## config.mk

```make
export PLATFORM = sky130hd
export DESIGN_NAME = ptp_punch
export DESIGN_NICKNAME = d
export VERILOG_FILES = /design/src/rtl/ptp_punch.sv
export SDC_FILE = /design/constraint.sdc
export NUM_CORES = 1
export LEC_CHECK = 0
export ABC_AREA = 1
export ABC_CLOCK_PERIOD_IN_PS = 2650
export CORE_AREA = 2 2 65 67
export DETAILED_ROUTE_END_ITERATION = 8
export DIE_AREA = 0 0 67 69
export GPL_ROUTABILITY_DRIVEN = 1
export PLACE_DENSITY = 0.87
export SYNTH_ARGS = -nofsm -noshare
export SYNTH_HDL_FRONTEND = slang
export SYNTH_SLANG_ARGS = --single-unit
```

## constraint.sdc

```tcl
create_clock -name clk -period 2.65 [get_ports clk]
set_input_delay 0.53 -clock clk [delete_from_list [all_inputs] [get_ports clk]]
set_output_delay 0.53 -clock clk [all_outputs]
set_load 0.01 [all_outputs]
```

## src/rtl/ptp_punch.sv

```systemverilog
// PC8E high-speed punch: decodes punch IOTs, buffers one byte, and sends 8N1 frames on tx.
// Flag is set at stop-bit completion; a byte queued in the holding buffer follows with no idle gap.
module ptp_punch #(
    parameter int         CLOCK_FREQ = 100000000,
    parameter int         BAUD       = 115200,
    parameter logic [5:0] DEV        = 6'o02,
    parameter logic [4:0] IOT_STATE  = 5'd0
) (
    input  logic        clk,
    input  logic        reset,
    input  logic        clear,
    input  logic [4:0]  state,
    input  logic [0:11] instruction,
    input  logic [0:11] ac,
    input  logic        rpe,
    output logic        tx,
    output logic        interrupt,
    output logic        skip
);
    localparam int DIV   = CLOCK_FREQ / BAUD;
    localparam int CNT_W = $clog2(DIV);
    localparam logic [CNT_W-1:0] LAST = CNT_W'(DIV - 1);

    localparam logic [1:0] S_IDLE  = 2'd0;
    localparam logic [1:0] S_START = 2'd1;
    localparam logic [1:0] S_DATA  = 2'd2;
    localparam logic [1:0] S_STOP  = 2'd3;

    logic [1:0]       fsm;
    logic [CNT_W-1:0] baud_cnt;
    logic [2:0]       bit_cnt;
    logic [7:0]       shifter;
    logic [7:0]       hold;
    logic             hold_full;
    logic             flag;
    logic             ie;
    logic             iot_d;
    logic             skip_flag;

    logic       iot;
    logic       first;
    logic       do_pce;
    logic       do_pcf;
    logic       do_ppc;
    logic       bit_done;
    logic       frame_end;
    logic       start_frame;
    logic [7:0] ac_byte;
    logic       unused_ac;

    assign iot       = (state == IOT_STATE) && (instruction[0:2] == 3'b110) && (instruction[3:8] == DEV);
    assign first     = iot & ~iot_d;
    assign do_pce    = first && (instruction[9:11] == 3'b000);
    assign do_pcf    = first & instruction[10];
    assign do_ppc    = first & instruction[9];
    assign ac_byte   = ac[4:11];
    assign unused_ac = ^ac[0:3];

    assign bit_done    = (baud_cnt == LAST);
    assign frame_end   = (fsm == S_STOP) && bit_done;
    // A new frame starts from idle or straight out of a finishing stop bit.
    assign start_frame = ((fsm == S_IDLE) || frame_end) && (hold_full || do_ppc);

    // Skip reports the flag as it was when the IOT began, even if the IOT clears it.
    assign skip      = iot & instruction[11] & (first ? flag : skip_flag);
    assign interrupt = flag & ie;

    always_ff @(posedge clk) begin
        if (!reset || clear) begin
            fsm       <= S_IDLE;
            baud_cnt  <= '0;
            bit_cnt   <= '0;
            shifter   <= '0;
            hold      <= '0;
            hold_full <= 1'b0;
            flag      <= 1'b0;
            ie        <= 1'b1;
            iot_d     <= 1'b0;
            skip_flag <= 1'b0;
            tx        <= 1'b1;
        end else begin
            iot_d <= iot;
            if (first)
                skip_flag <= flag;

            if (frame_end)
                flag <= 1'b1;
            else if (do_pcf)
                flag <= 1'b0;

            if (rpe)
                ie <= 1'b1;
            else if (do_pce)
                ie <= 1'b0;

            // With an empty holding buffer and a frame starting, the new byte bypasses holding.
            if (do_ppc && !(start_frame && !hold_full)) begin
                hold      <= ac_byte;
                hold_full <= 1'b1;
            end else if (start_frame) begin
                hold_full <= 1'b0;
            end

            if (start_frame) begin
                fsm      <= S_START;
                shifter  <= hold_full ? hold : ac_byte;
                baud_cnt <= '0;
                tx       <= 1'b0;
            end else begin
                case (fsm)
                    S_IDLE: tx <= 1'b1;
                    S_START: begin
                        if (bit_done) begin
                            fsm      <= S_DATA;
                            baud_cnt <= '0;
                            bit_cnt  <= '0;
                            tx       <= shifter[0];
                        end else begin
                            baud_cnt <= baud_cnt + 1'b1;
                        end
                    end
                    S_DATA: begin
                        if (bit_done) begin
                            baud_cnt <= '0;
                            if (bit_cnt == 3'd7) begin
                                fsm <= S_STOP;
                                tx  <= 1'b1;
                            end else begin
                                bit_cnt <= bit_cnt + 1'b1;
                                shifter <= shifter >> 1;
                                tx      <= shifter[1];
                            end
                        end else begin
                            baud_cnt <= baud_cnt + 1'b1;
                        end
                    end
                    S_STOP: begin
                        if (bit_done) begin
                            fsm <= S_IDLE;
                            tx  <= 1'b1;
                        end else begin
                            baud_cnt <= baud_cnt + 1'b1;
                        end
                    end
                    default: fsm <= S_IDLE;
                endcase
            end
        end
    end
endmodule

```

# == Word-level counts from Yosys, hierarchy flattened ==
# Cells that the tools add are included.
# totals
register_bits,37
inputBits,33
output_inout_bits,3
# classes
n_addsub,2
eq_ne,18
muxes,29
bitwise_logic,8
n_reduce_logical,33
# op_table
operator,n
2-to-1 mux 8 bit,5
2-to-1 mux 10 bit,2
case mux 10 bit (2 select lines),1
AND reduction 5 bit,3
inequality test 2 bit (second input constant),7
inequality test 3 bit (second input constant),4
nonzero test 2 bit,6
2-to-1 mux 1 bit,11
adder 10 x 1 -> 10 bit (second input constant),1
equality test 10 bit (second input constant),1
2-to-1 mux 3 bit,3
2-to-1 mux 2 bit,4
logical AND 1 bit,7
AND 1 bit,6
equality test 3 bit (second input constant),2
equality test 6 x 2 -> 1 bit (second input constant),1
case mux 2 bit (3 select lines),1
case mux 3 bit (2 select lines),1
AND reduction 3 bit,2
OR reduction 2 bit,3
zero test 5 bit,1
equality test 2 bit (second input constant),2
case mux 1 bit (4 select lines),1
nonzero test 4 bit,1
9 further kinds,14

# == Longest topological paths before layout ==
# logic_depth
depth_word,11
ltp_mapped,12

# == Least setup slack after synthesis ==
# OpenSTA, ideal clock, no wires.
# synth_timing
path_kind,in2out
from,input port instruction[5] (netlist bit)
to,output port skip
t_arrival_ps,1374
t_required_ps,2120
slack_ps,746
cell_stages,4
cell_sequence,or2_2 -> nor4_1 -> nand3_1 -> nor2_1
# synth_between
elab_chain_len,5
elab_cells_between_ends,6
# synth_lines
element,line,text
from (decl),13,"input logic [0:11] instruction,"
equality test 6 x 2 -> 1 bit *,51,assign iot = (state == IOT_STATE) && (instruction[0:2] == 3'b110) && (instruction[3:8] == DEV);
logical AND 1 bit *,51,
AND 1 bit,52,assign first = iot & ~iot_d;
2-to-1 mux 1 bit,-,
AND 1 bit *,65,assign skip = iot & instruction[11] & (first ? flag : skip_flag);
to (decl),18,output logic skip
# Mark *: on every way between the ends. The rest lies on a longest branch, timed or not.

# == Worst setup path in the final report ==
# layout_timing
from,input port state[1]
to,output port skip
# layout_between
elab_chain_len,6
elab_cells_between_ends,7
# layout_lines
element,line,text
from (decl),12,"input logic [4:0] state,"
zero test 5 bit *,51,
logical AND 1 bit * (2 in a row),51,
AND 1 bit,52,
2-to-1 mux 1 bit,-,
AND 1 bit *,65,
# Marks and branches as above.

==> out/metrics.cfg <==
[run_status]
outcome = finished, final reports clean

[setup_path]
path_cells = clkdlybuf4s50_1, nor2_1, nand3_1, nor2_2, nand3_2, mux2i_2, nor2_1, dlygate4sd2_1
r2r_slack_ns = 0.65
reg2regPathDepth = 10
crit_arrival_ns = 2.08
cp_max_fo = 2
worstPathRequired_ns = 2.12
critical-path-slowest-cell = clkdlybuf4s50_1
r2r_end = shifter[0]$_SDFFE_PP0P_
setup.worst_path.start_class = input port
crit_top_cell = nor2_1
r2r_start = baud_cnt[0]$_SDFFE_PP0P_
criticalPathCategory = in2out
cp-end-kind = primary output
max_stage_delay_ns = 0.42

[cts]
cts_made_buffers = 5
cts_max_path_buffers = 2
htree_levels = 2
cts_hold_buf = 0
cts_tree = built
post-cts-setup-buffer-count = 0
path_clk_slew_ns = 0.07
cts_sinks = 37
insertion_delay_ns = 0.30
cts-root-buf = clkbuf_8

[run]
drv_cap = 0

[yosys]
yosysWarnings = 0
synth_edf_count = 0
yosys.area.top_type = dfxtp_1
synth_top_area_frac = 0.345
synth.most_common_cell = nor2_1
synthTopCellsByCount = 66 x nor2_1, 65 x nand2_1, 40 x inv_1
synthCells = 325
syn_avg_cell_area_um2 = 6.61
synthesis.area_mm2 = 0.00215
yosysSeqAreaShare = 0.345
synth-seq-cells = 37
ys.flop_type = dfxtp_1
yosys-top-cells-area = dfxtp_1 34%, nor2_1 12%, nand2_1 11%
yosys.cell_types.count = 33
synth_fp_nets = 366
async_flop_share = 0

[grt]
grt_pass1_vias = 2026
grt_overflow = 0
grt_usage = 0.220
antenna_found_initial = 0
grt_first_pass_wirelength_um = 8160
grt_max_degree = 21

[route]
drt-initial-drc-count = 120
dr.pass1.iters = 4
vias = 2139
viasPerCell = 5.18
routedWlPerCell_um = 11.4
drc = 0
wirelength_um = 4690
final_antenna_net_count = 0

[sta]
fin_crit_sh = 0.983
fmax_ghz = 0.384
hold_viol = 0
drv_slew = 0
setup_viol = 0
tightest_slew_ns = 0.584
relSlewSlack = 0.610
tns_ns = 0
fin_skew_ns = 0.00434
period_needed_ns = 2.61

[finish]
drive_gt1_frac = 0.0826
fin_util = 0.681
fin_nets = 403
num_antenna_cells = 0
syn_to_final_growth_pct = 23.9

[floorplan]
dieArea_mm2 = 0.00462
core_area_mm2 = 0.00391
start_util = 0.549
num_rows = 23
ios = 36
die_w_um = 67
die_h_um = 69

[power_and_ir_drop]
power.density_mw_per_mm2 = 429
power_leakage_nw = 1.08
ir_drop_mv = 0.337

[worst_hold_path]
hold_path_depth = 2
hp-start = ie$_SDFFE_PP1P_
holdPathEnd = ie$_SDFFE_PP1P_
min_path_type = reg2reg

[place]
hpwl_um = 3440
place.gp.congestion = 0.873
port_buffers = 31

-- report_power, final --
part	internal [W]	switching [W]
Clock	0.000307	0.000204
Combinational	0.0000470	0.0000306
Sequential	0.000556	0.000000000833
-- worst max-delay path by stage --
| stage | from | endpoint | depth (start not counted) |
|---|---|---|---|
| 2_1_floorplan | instruction[5] | skip | 4 |
| 5_1_grt | instruction[4] | skip | 8 |
| 6_report | state[1] | skip | 8 |
| 4_1_cts | instruction[3] | skip | 8 |
| 3_5_place_dp | instruction[5] | skip | 6 |
| 3_3_place_gp | instruction[5] | skip | 6 |
-- metal layers --
metal	GRT usage	vias to the layer above	wire length, µm
met2	0.360	46	2340
met3	0.0489	7	206
li1	-	1122	-
met1	0.271	964	2070
met5	0	-	0
met4	0.0952	0	71
-- registers in the layout, summed over array words and instances (netlist names) --
signal and count:
flag 1, bit_cnt 3, tx 1, baud_cnt 10
shifter 8, iot_d 1, hold_full 1, ie 1
skip_flag 1, fsm 2, hold 8
-- worst max-delay path: cells and delay by family --
| kind | cells | cell delay (ns) |
|---|---|---|
| muxes | 1 | 0.23 |
| buffers and inverters | 2 | 0.70 |
| and+or+nand+nor | 5 | 0.61 |
-- layout by cell type (no fill, tap or decap), types with 3 or more instances in the layout --
cell type | synthesis | routed
nand2_1 | 65 | 65
nor2_1 | 66 | 64
inv_1 | 40 | 40
dfxtp_1 | 37 | 37
clkdlybuf4s50_1 | 0 | 30
nand3_1 | 26 | 25
a21oi_1 | 15 | 15
o21ai_0 | 14 | 14
nand4_1 | 8 | 8
nor3_1 | 8 | 8
ha_1 | 8 | 8
clkbuf_8 | 0 | 6
buf_4 | 0 | 5
nand2_2 | 4 | 4
o211ai_1 | 3 | 3
-- area by class of cell --
class | instances | area [µm²]
sequential | 37 | 741
clock buffer | 7 | 86.3
tap | 50 | 62.6
inverter | 43 | 161
timing repair buffer | 36 | 347
fill | 353 | 1250
multi-input combinational | 239 | 1240
clock inverter | 1 | 30.0
-- cell families (layout without fill, tap and decap cells) --
family | after synthesis | after routing | synth area share
and+or+nand+nor | 190 | 190 | 0.403
buffers and inverters | 49 | 87 | 0.0937
AOI/OAI and AO/OA | 38 | 38 | 0.0995
DFF | 37 | 37 | 0.345
adders and majority gates | 8 | 8 | 0.0466
xor gates and xnor gates | 2 | 2 | 0.00815
muxes | 1 | 1 | 0.00466
-- per-stage QoR --
stage | power, W | area, µm² | hold WS, ns | setup slack, ns | instances
5_1_grt | 0.00118 | 2660 | 0.493 | -0.0586 | 413
3_5_place_dp | 0.000644 | 2520 | 0.467 | -0.236 | 405
3_3_place_gp | 0.000643 | 2520 | 0.456 | -0.267 | 405
4_1_cts | 0.00115 | 2650 | 0.477 | 0.0930 | 413
6_report | 0.00114 | 2660 | 0.472 | 0.0447 | 413
2_1_floorplan | 0.000591 | 2150 | 0.445 | 0.746 | 325
-- what timing repair did --
item,4_1_cts,5_1_grt
gates cloned,0,0
gates resized for setup,3,4
hold endpoints to repair,0,0
setup endpoints to repair,1,1
pin swaps,0,3
(Power assumes the default switching activity.)
